<file path="config.mk">
export PLATFORM = sky130hd
export DESIGN_NAME = multi_bank_bram_ctrl
export DESIGN_NICKNAME = d
export VERILOG_FILES = /design/src/rtl/multi_bank_bram_ctrl_pkg.sv /design/src/rtl/mbb_resp_fifo.sv /design/src/rtl/multi_bank_bram_ctrl.sv
export SDC_FILE = /design/constraint.sdc
export NUM_CORES = 1
export LEC_CHECK = 0
export CAP_MARGIN = 40
export CORE_AREA = 2 2 434 436
export CTS_CLUSTER_SIZE = 8
export DETAILED_ROUTE_END_ITERATION = 10
export DIE_AREA = 0 0 436 438
export GPL_TIMING_DRIVEN = 0
export PLACE_DENSITY = 0.3
export SLEW_MARGIN = 20
export SYNTH_ARGS = -nofsm -noshare
export SYNTH_HDL_FRONTEND = slang
export SYNTH_SLANG_ARGS = --single-unit
</file>
<file path="constraint.sdc">
create_clock -name clk -period 1.9 [get_ports clk]
set_input_delay 0.285 -clock clk [delete_from_list [all_inputs] [get_ports clk]]
set_output_delay 0.285 -clock clk [all_outputs]
set_load 0.03 [all_outputs]
</file>
<file path="src/rtl/multi_bank_bram_ctrl_pkg.sv">
// Shared constants and types for the multi-bank vertex-value BRAM front end.
// Memory geometry, the vertex address split and the controller state encoding.
package multi_bank_bram_ctrl_pkg;

    localparam int LINE_W     = 512;
    localparam int BANKS      = 64;
    localparam int BANK_SEL_W = 6;

    typedef enum logic [1:0] {
        RUN   = 2'd0,
        DRAIN = 2'd1,
        CLEAR = 2'd2
    } ctrl_state_e;

endpackage

</file>
<file path="src/rtl/mbb_resp_fifo.sv">
// Small synchronous FIFO with a combinational head, used to buffer BRAM read
// responses so the consumer can apply backpressure.
module mbb_resp_fifo #(
    parameter int WIDTH = 8,
    parameter int DEPTH = 4
) (
    input  logic                       clk,
    input  logic                       rst_n,
    input  logic                       push,
    input  logic [WIDTH-1:0]           push_data,
    input  logic                       pop,
    output logic [WIDTH-1:0]           head,
    output logic [$clog2(DEPTH):0]     count,
    output logic                       empty
);

    localparam int PTR_W = $clog2(DEPTH);
    localparam logic [PTR_W:0] FULL_CNT = (PTR_W+1)'(DEPTH);

    logic [WIDTH-1:0] mem_reg [DEPTH];
    logic [PTR_W-1:0] wr_ptr_reg;
    logic [PTR_W-1:0] rd_ptr_reg;
    logic [PTR_W:0]   count_reg;
    logic             push_ok;
    logic             pop_ok;

    assign empty   = (count_reg == '0);
    assign pop_ok  = pop & ~empty;
    assign push_ok = push & (count_reg != FULL_CNT);
    assign head    = mem_reg[rd_ptr_reg];
    assign count   = count_reg;

    // Entries are reset so the head reads as zero while the FIFO is empty after reset.
    genvar gi;
    generate
        for (gi = 0; gi < DEPTH; gi++) begin : g_entry
            always_ff @(posedge clk or negedge rst_n) begin
                if (!rst_n) begin
                    mem_reg[gi] <= '0;
                end else if (push_ok && (wr_ptr_reg == PTR_W'(gi))) begin
                    mem_reg[gi] <= push_data;
                end
            end
        end
    endgenerate

    always_ff @(posedge clk or negedge rst_n) begin
        if (!rst_n) begin
            wr_ptr_reg <= '0;
            rd_ptr_reg <= '0;
            count_reg  <= '0;
        end else begin
            if (push_ok) begin
                wr_ptr_reg <= wr_ptr_reg + 1'b1;
            end
            if (pop_ok) begin
                rd_ptr_reg <= rd_ptr_reg + 1'b1;
            end
            case ({push_ok, pop_ok})
                2'b10:   count_reg <= count_reg + 1'b1;
                2'b01:   count_reg <= count_reg - 1'b1;
                default: count_reg <= count_reg;
            endcase
        end
    end

endmodule

</file>
<file path="src/rtl/multi_bank_bram_ctrl.sv">
// Front end for the 64-bank vertex-value BRAM: arbitrates byte reads and line
// writes, tracks the 2-cycle read latency and runs the CLEAR_VAL fill sweep.
module multi_bank_bram_ctrl
    import multi_bank_bram_ctrl_pkg::*;
#(
    parameter int                DATA_W     = 8,
    parameter int                ADDR_W     = 10,
    parameter int                RESP_DEPTH = 4,
    parameter logic [DATA_W-1:0] CLEAR_VAL  = 8'hFF
) (
    input  logic                         clk,
    input  logic                         rst_n,
    input  logic                         clr_start,
    output logic                         clr_busy,
    output logic                         clr_done,
    input  logic                         rd_req_valid,
    output logic                         rd_req_ready,
    input  logic [ADDR_W+BANK_SEL_W-1:0] rd_req_addr,
    output logic                         rd_resp_valid,
    input  logic                         rd_resp_ready,
    output logic [DATA_W-1:0]            rd_resp_data,
    input  logic                         wr_req_valid,
    output logic                         wr_req_ready,
    input  logic [ADDR_W-1:0]            wr_req_addr,
    input  logic [LINE_W-1:0]            wr_req_data,
    output logic [LINE_W-1:0]            bram_data_in,
    output logic [ADDR_W+BANK_SEL_W-1:0] bram_r_addr,
    output logic [ADDR_W-1:0]            bram_w_addr,
    output logic                         bram_we,
    output logic                         bram_en,
    input  logic [DATA_W-1:0]            bram_data_out
);

    localparam int              CNT_W     = $clog2(RESP_DEPTH) + 1;
    localparam logic [CNT_W:0]  CREDITS   = (CNT_W+1)'(RESP_DEPTH);
    localparam logic [ADDR_W:0] LAST_LINE = {1'b0, {ADDR_W{1'b1}}};

    ctrl_state_e     state_reg, state_next;
    logic [ADDR_W:0] line_cnt_reg, line_cnt_next;
    logic            clr_done_reg, clr_done_next;
    logic            active_reg;
    logic [1:0]      vld_reg;

    logic [1:0]       inflight;
    logic [CNT_W-1:0] fifo_count;
    logic [CNT_W:0]   used;
    logic             fifo_empty;
    logic             run_ok;
    logic             wr_accept;
    logic             rd_accept;
    logic             collision;
    logic             resp_pop;

    assign inflight = {1'b0, vld_reg[0]} + {1'b0, vld_reg[1]};
    assign used     = {1'b0, fifo_count} + (CNT_W+1)'(inflight);

    // active_reg keeps every ready and the memory enable low until the first edge after reset.
    assign run_ok       = active_reg & (state_reg == RUN);
    assign wr_req_ready = run_ok;
    assign wr_accept    = wr_req_valid & run_ok;
    // Read-first memory: a same-line write wins and the read retries next cycle.
    assign collision    = wr_accept &
                          (rd_req_addr[ADDR_W+BANK_SEL_W-1:BANK_SEL_W] == wr_req_addr);
    assign rd_req_ready = run_ok & (used < CREDITS) & ~collision;
    assign rd_accept    = rd_req_valid & rd_req_ready;

    assign bram_en      = active_reg;
    assign bram_we      = (state_reg == CLEAR) | wr_accept;
    assign bram_r_addr  = rd_accept ? rd_req_addr : '0;
    assign bram_w_addr  = (state_reg == CLEAR) ? line_cnt_reg[ADDR_W-1:0] :
                          wr_accept            ? wr_req_addr              : '0;
    assign bram_data_in = (state_reg == CLEAR) ? {BANKS{CLEAR_VAL}} :
                          wr_accept            ? wr_req_data        : '0;

    assign clr_busy      = (state_reg != RUN);
    assign clr_done      = clr_done_reg;
    assign rd_resp_valid = ~fifo_empty;
    assign resp_pop      = rd_resp_valid & rd_resp_ready;

    always_comb begin
        state_next    = state_reg;
        line_cnt_next = line_cnt_reg;
        clr_done_next = 1'b0;
        case (state_reg)
            RUN: begin
                if (active_reg && clr_start) begin
                    state_next = DRAIN;
                end
            end
            DRAIN: begin
                line_cnt_next = '0;
                if (vld_reg == 2'b00) begin
                    state_next = CLEAR;
                end
            end
            CLEAR: begin
                line_cnt_next = line_cnt_reg + 1'b1;
                if (line_cnt_reg == LAST_LINE) begin
                    state_next    = RUN;
                    clr_done_next = 1'b1;
                end
            end
            default: begin
                state_next = RUN;
            end
        endcase
    end

    always_ff @(posedge clk or negedge rst_n) begin
        if (!rst_n) begin
            state_reg    <= RUN;
            line_cnt_reg <= '0;
            clr_done_reg <= 1'b0;
            active_reg   <= 1'b0;
            vld_reg      <= 2'b00;
        end else begin
            state_reg    <= state_next;
            line_cnt_reg <= line_cnt_next;
            clr_done_reg <= clr_done_next;
            active_reg   <= 1'b1;
            vld_reg      <= {vld_reg[0], rd_accept};
        end
    end

    mbb_resp_fifo #(
        .WIDTH (DATA_W),
        .DEPTH (RESP_DEPTH)
    ) u_resp_fifo (
        .clk       (clk),
        .rst_n     (rst_n),
        .push      (vld_reg[1]),
        .push_data (bram_data_out),
        .pop       (resp_pop),
        .head      (rd_resp_data),
        .count     (fifo_count),
        .empty     (fifo_empty)
    );

endmodule

</file>
=== Yosys cells after proc, flatten, opt, wreduce, memory -nomap -nowiden ===
Cells that the tools add are included.

* Input port bits: 552
* Register bits: 56
* Output and inout port bits: 553

* $add $sub $neg: 7
* Mux-type cells: 16
* $lt $le $gt $ge: 2
* Bitwise gates (word level): 13
* Eq/ne operators: 13
* Reduce and logical (&&, ||, !) cells: 13

{| class="wikitable"
|+ Operators by type and width
! kind !! count
|-
| $mux 512 || 2
|-
| $pmux 11 s2 || 1
|-
| $mux 10 || 2
|-
| $bmux 8 s2 || 1
|-
| $mux 16 || 1
|-
| $mux 8 || 2
|-
| $add 11x1->11 const B || 1
|-
| $eq 11x10->1 const B || 1
|-
| $eq 10x10->1 || 1
|-
| $and 1x1->1 || 9
|-
| $eq 2x2->1 const B || 4
|-
| $eq 2x1->1 const B || 3
|-
| $logic_not 2->1 || 3
|-
| $mux 2 || 3
|-
| $pmux 2 s3 || 1
|-
| $pmux 3 s2 || 1
|-
| $reduce_bool 2->1 || 3
|-
| $logic_and 1x1->1 || 5
|-
| $add 2x1->2 const B || 2
|-
| $add 3x2->4 || 1
|-
| $lt 4x3->1 const B || 1
|-
| $ne 2x1->1 const B || 2
|-
| $add 3x1->3 const B || 1
|-
| $ge 3x3->1 const B || 1
|-
| 10 further kinds || 12
|}

=== Logic depth before layout (Yosys ltp) ===
* Depth in word-level cells: 8
* Mapped depth: 9
* Mapped depth without buffers: 9

=== Hierarchy ===
From an unflattened synthesis, not the netlist that was laid out.

* Cell total of the unflattened synthesis: 1401
* Area total of the unflattened synthesis: 7425.9 µm²

{| class="wikitable"
|+ Modules (own cells, without submodules)
! module !! area an instance (µm²) !! cells an instance !! times used !! seq. area each (µm²)
|-
| multi_bank_bram_ctrl || 5641.7 || 1287 || 1 || 425.4
|-
| mbb_resp_fifo || 1784.2 || 114 || 1 || 975.9
|}

=== Least setup slack after synthesis ===
Ideal clock, no wire load.

* Kind: reg2out
* From: register state_reg[0]
* To: output bram_r_addr[10]
* Stages on the path, launching flop included: 8
* Data arrival time: 2475 ps
* Path buffers: 2
* Required time: 1615 ps
* Slack: -860 ps
* Cells stage by stage: dfrtp_1 inv_1 ha_1 and2_1 clkbuf_1 nand4b_1 clkbuf_1 nor3b_1

* Cells in the longest elaborated chain, start to end: 8
* Elaborated cells on any way between the ends: 9
* Those cells by class: 1 x mux; 7 x bitwise; 1 x reduce/logical

{| class="wikitable"
|+ RTL lines
! what !! RTL line !! text
|-
| start, declared || multi_bank_bram_ctrl.sv:38 || <nowiki>ctrl_state_e state_reg, state_next;</nowiki>
|-
| start signal, assigned || multi_bank_bram_ctrl.sv:117 || <nowiki>state_reg <= state_next;</nowiki>
|-
| $logic_not 2->1 (*) || multi_bank_bram_ctrl.sv:58 || <nowiki>assign run_ok = active_reg & (state_reg == RUN);</nowiki>
|-
| $and 1x1->1 (*) || multi_bank_bram_ctrl.sv:58 ||
|-
| named net wr_req_ready || multi_bank_bram_ctrl.sv:23 || <nowiki>output logic wr_req_ready,</nowiki>
|-
| $and 1x1->1 || multi_bank_bram_ctrl.sv:60 || <nowiki>assign wr_accept = wr_req_valid & run_ok;</nowiki>
|-
| $and 1x1->1 || multi_bank_bram_ctrl.sv:62 || <nowiki>assign collision = wr_accept &</nowiki>
|-
| $not 1->1 || multi_bank_bram_ctrl.sv:64 || <nowiki>assign rd_req_ready = run_ok & (used < CREDITS) & ~collision;</nowiki>
|-
| $and 1x1->1 (*) || multi_bank_bram_ctrl.sv:64 ||
|-
| $and 1x1->1 (*) || multi_bank_bram_ctrl.sv:65 || <nowiki>assign rd_accept = rd_req_valid & rd_req_ready;</nowiki>
|-
| $mux 16 (*) || multi_bank_bram_ctrl.sv:69 || <nowiki>assign bram_r_addr = rd_accept ? rd_req_addr : '0;</nowiki>
|-
| end, declared || multi_bank_bram_ctrl.sv:27 || <nowiki>output logic [ADDR_W+BANK_SEL_W-1:0] bram_r_addr,</nowiki>
|}

Mark *: on every way through the listed nets, which the timed path passes. The rest lies on a longest branch.

=== Final worst setup path ===
* From: register state_reg[0]
* To: output bram_data_in[347]

* Cells in the longest elaborated chain, start to end: 5
* Elaborated cells on any way between the ends: 6
* Those cells by class: 1 x eq/ne; 2 x mux; 2 x bitwise; 1 x reduce/logical

{| class="wikitable"
|+ RTL lines
! what !! RTL line !! text
|-
| $logic_not 2->1 || multi_bank_bram_ctrl.sv:58 ||
|-
| $and 1x1->1 || multi_bank_bram_ctrl.sv:58 ||
|-
| $and 1x1->1 || multi_bank_bram_ctrl.sv:60 ||
|-
| $mux 512 || multi_bank_bram_ctrl.sv:73 || <nowiki>wr_accept ? wr_req_data : '0;</nowiki>
|-
| $mux 512 (*) || multi_bank_bram_ctrl.sv:72 || <nowiki>assign bram_data_in = (state_reg == CLEAR) ? {BANKS{CLEAR_VAL}} :</nowiki>
|-
| end, declared || multi_bank_bram_ctrl.sv:26 || <nowiki>output logic [LINE_W-1:0] bram_data_in,</nowiki>
|}

Every way passes the cells marked *; elsewhere a longest branch is shown, timed or not.

==> qor.txt <==
Final wirelength = 155 mm
Clock root buffer = clkbuf_16
Post-synth EDFFs = 0
Worst Slack Setup Final = -0.827 ns
Failing checks = setup timing
Antenna Nets Post-Route = 0
Worst path required time = 1.62 ns
Seq cells post-synth = 56
R2R Setup Slk = -0.18 ns
Total number of vias = 14,800
CTS tree = done
Pwr Density = 1660 nW/um2
Startpoint Class = flip-flop
Worst slew pin tran = 0.618 ns
Worst-path clk slew = 0.08 ns
Commonest cells after routing, fill and taps aside = 567 x clkdlybuf4s50_1, 489 x nor2_1, 314 x nor2_2
Clock Tree Buf Depth = 2
H-tree levels = 2
Outcome = complete, but fails checks
DRT iter0 DRCs = 720
Post-route insts no fill = 5,107
Util after Layout = 0.140
Syn_area_per_cell = 5.29 um2
Worst setup path class = flip-flop to output pin
Max-slew violations = 0
Max reg flops = 32
Top_reg_cell synth = dfrtp_1
Layout Skew = 0.0121 ns
# IOs = 1,105
Total track usage = 0.154
Nature of the critical path endpoint = output pin
Port bufs = 1,104
Post-DP HPWL = 143 mm
Yosys warns = 0
Fill cells = 21,700
VDD IR max = 0.000543 V
Core box area = 187,000 um2
Overflow after GRT = 0
Max_slew headroom = 0.587
First-pass GRT wire length = 188 mm
Leakage = 10.3 nW
F_max = 367 MHz
First-pass iteration count of the detailed router = 5
Remaining DRCs = 0
Worst skew pair latency = 0.30 ns
Largest net degree at the start of global routing = 39
Placer Congestion = 0.908
Nets@finish = 3,152
Initial antenna violation count = 163
Tcrit/Tclk final = 1.44
Unrepaired setup endpoints after global routing = yes
Max_cap viols = 0
Die W = 436 um
DIE AREA = 191,000 um2
Synth-to-Final Area Change = 255%
Commonest non-fill, non-tap cell in the layout = clkdlybuf4s50_1
Vias in the first global route = 15,000
Register area share after synthesis = 0.191
Post-synth net total = 1,955
Hold WC Path Type = primary input to asynchronous set/reset pin
Total CTS buffers = 5
Site row count = 159
Final Hold Fails = 0
Via/cell ratio = 2.90
Async set-or-reset flop fraction in the synthesized netlist = 1.00
Layout cell share with drive strength beyond 1 = 0.502
Syn Std Cell Area = 7350 um2
Clk sinks = 56
Crit path DAT = 2.44 ns
CP Max Fanout = 10
Worst hold slack = 0.420 ns
Placed Cells = 5,005
Final setup vio count = 582
Post-synth cell types = 36
WL per Instance = 30.4 um
Die Height = 438 um
Fin crit period = 2.73 ns
Initial core utilization = 0.0394
Syn Inst Count = 1,390
[synthesized netlist by cell type (9+ instances only)]
master,instances,area share
nor2_1,1031,0.53
nand2_1,18,0.0092
ha_1,12,0.020
mux2_2,34,0.052
inv_1,14,0.0071
dfrtp_1,56,0.19
buf_2,48,0.033
xnor2_1,11,0.013
nor3b_1,16,0.016
a22o_1,9,0.011
clkbuf_1,71,0.036
xor2_1,9,0.011
nand3_1,9,0.0061
[per-stage QoR]
step	setup WS (ns)	cell area, um2	TNS [ns]	power, W
after floorplan	-0.353	9790	-111.74	0.0218
after global placement	-3.43	24000	-1506.91	0.0394
after detailed placement	-2.28	24200	-867.73	0.0395
after CTS	-0.947	25700	-454.82	0.0425
after global routing	-0.880	26100	-410.32	0.0454
final	-0.827	26100	-362.71	0.0434
[area by class of cell]
| class | instances | area, um2 | area share |
|---|---|---|---|
| antenna | 24 | 60.1 | 0.00230 |
| multi-input combinational | 1199 | 8070 | 0.309 |
| tap | 2495 | 3120 | 0.120 |
| inverter | 14 | 52.6 | 0.00201 |
| clock inverter | 2 | 35.0 | 0.00134 |
| sequential | 56 | 1400 | 0.0536 |
| timing repair buffer | 1195 | 11600 | 0.442 |
| buffer | 116 | 1700 | 0.0650 |
| clock buffer | 6 | 129 | 0.00493 |
[layer usage]
layer,wire length [um],vias to the layer above,track usage
met5,579,-,0
met4,4740,90,0.0345
met3,12500,299,0.0547
met2,84000,790,0.301
met1,53200,6956,0.155
li1,-,6681,-
[repair_timing]
item,4_1_cts,5_1_grt
hold endpoints to repair,18,0
hold buffers,1,0
pin swaps,21,44
gates resized for setup,1930,912
gates cloned,10,10
setup endpoints to repair,599,589
buffers inserted,30,24
[report_power, final]
group | total (W) | internal (W) | switching (W)
combinational | 0.0403 | 0.0150 | 0.0253
sequential | 0.00196 | 0.00165 | 0.000318
clock | 0.00109 | 0.000623 | 0.000463
total | 0.0434 | 0.0173 | 0.0261
[path summary, 6_finish.rpt]
kind | from | end | cells after the start
worst min-delay path | rst_n | u_resp_fifo.count[0] | 2
max in group asynchronous | rst_n | u_resp_fifo.mem_reg[28] | 3
worst max register to register | line_cnt_reg[0] | state_reg[0] | 6
worst max-delay path | state_reg[0] | bram_data_in[347] | 9
min in group clk | vld_reg[0] | vld_reg[1] | 0
worst min register to register | vld_reg[0] | vld_reg[1] | 0
[cell families after synthesis]
logic type / synth area share
XOR/XNOR: 0.0238
AO/OA/AOI/OAI: 0.0255
flip-flops: 0.191
AND/OR/NAND/NOR: 0.580
multiplexers: 0.0780
adder cells (fa/ha/maj): 0.0231
other: 0.000510
buffers and inverters: 0.0781
[worst max-delay path, stage by stage, from the launching register on]
cell       delay (ns)
dfrtp_1          0.40
inv_2            0.10
ha_2             0.23
clkbuf_16        0.20
buf_16           0.16
buf_4            0.23
buf_4            0.22
nor2_1           0.08
nor2_2           0.28
buf_4            0.23
(Power assumes the default switching activity.)
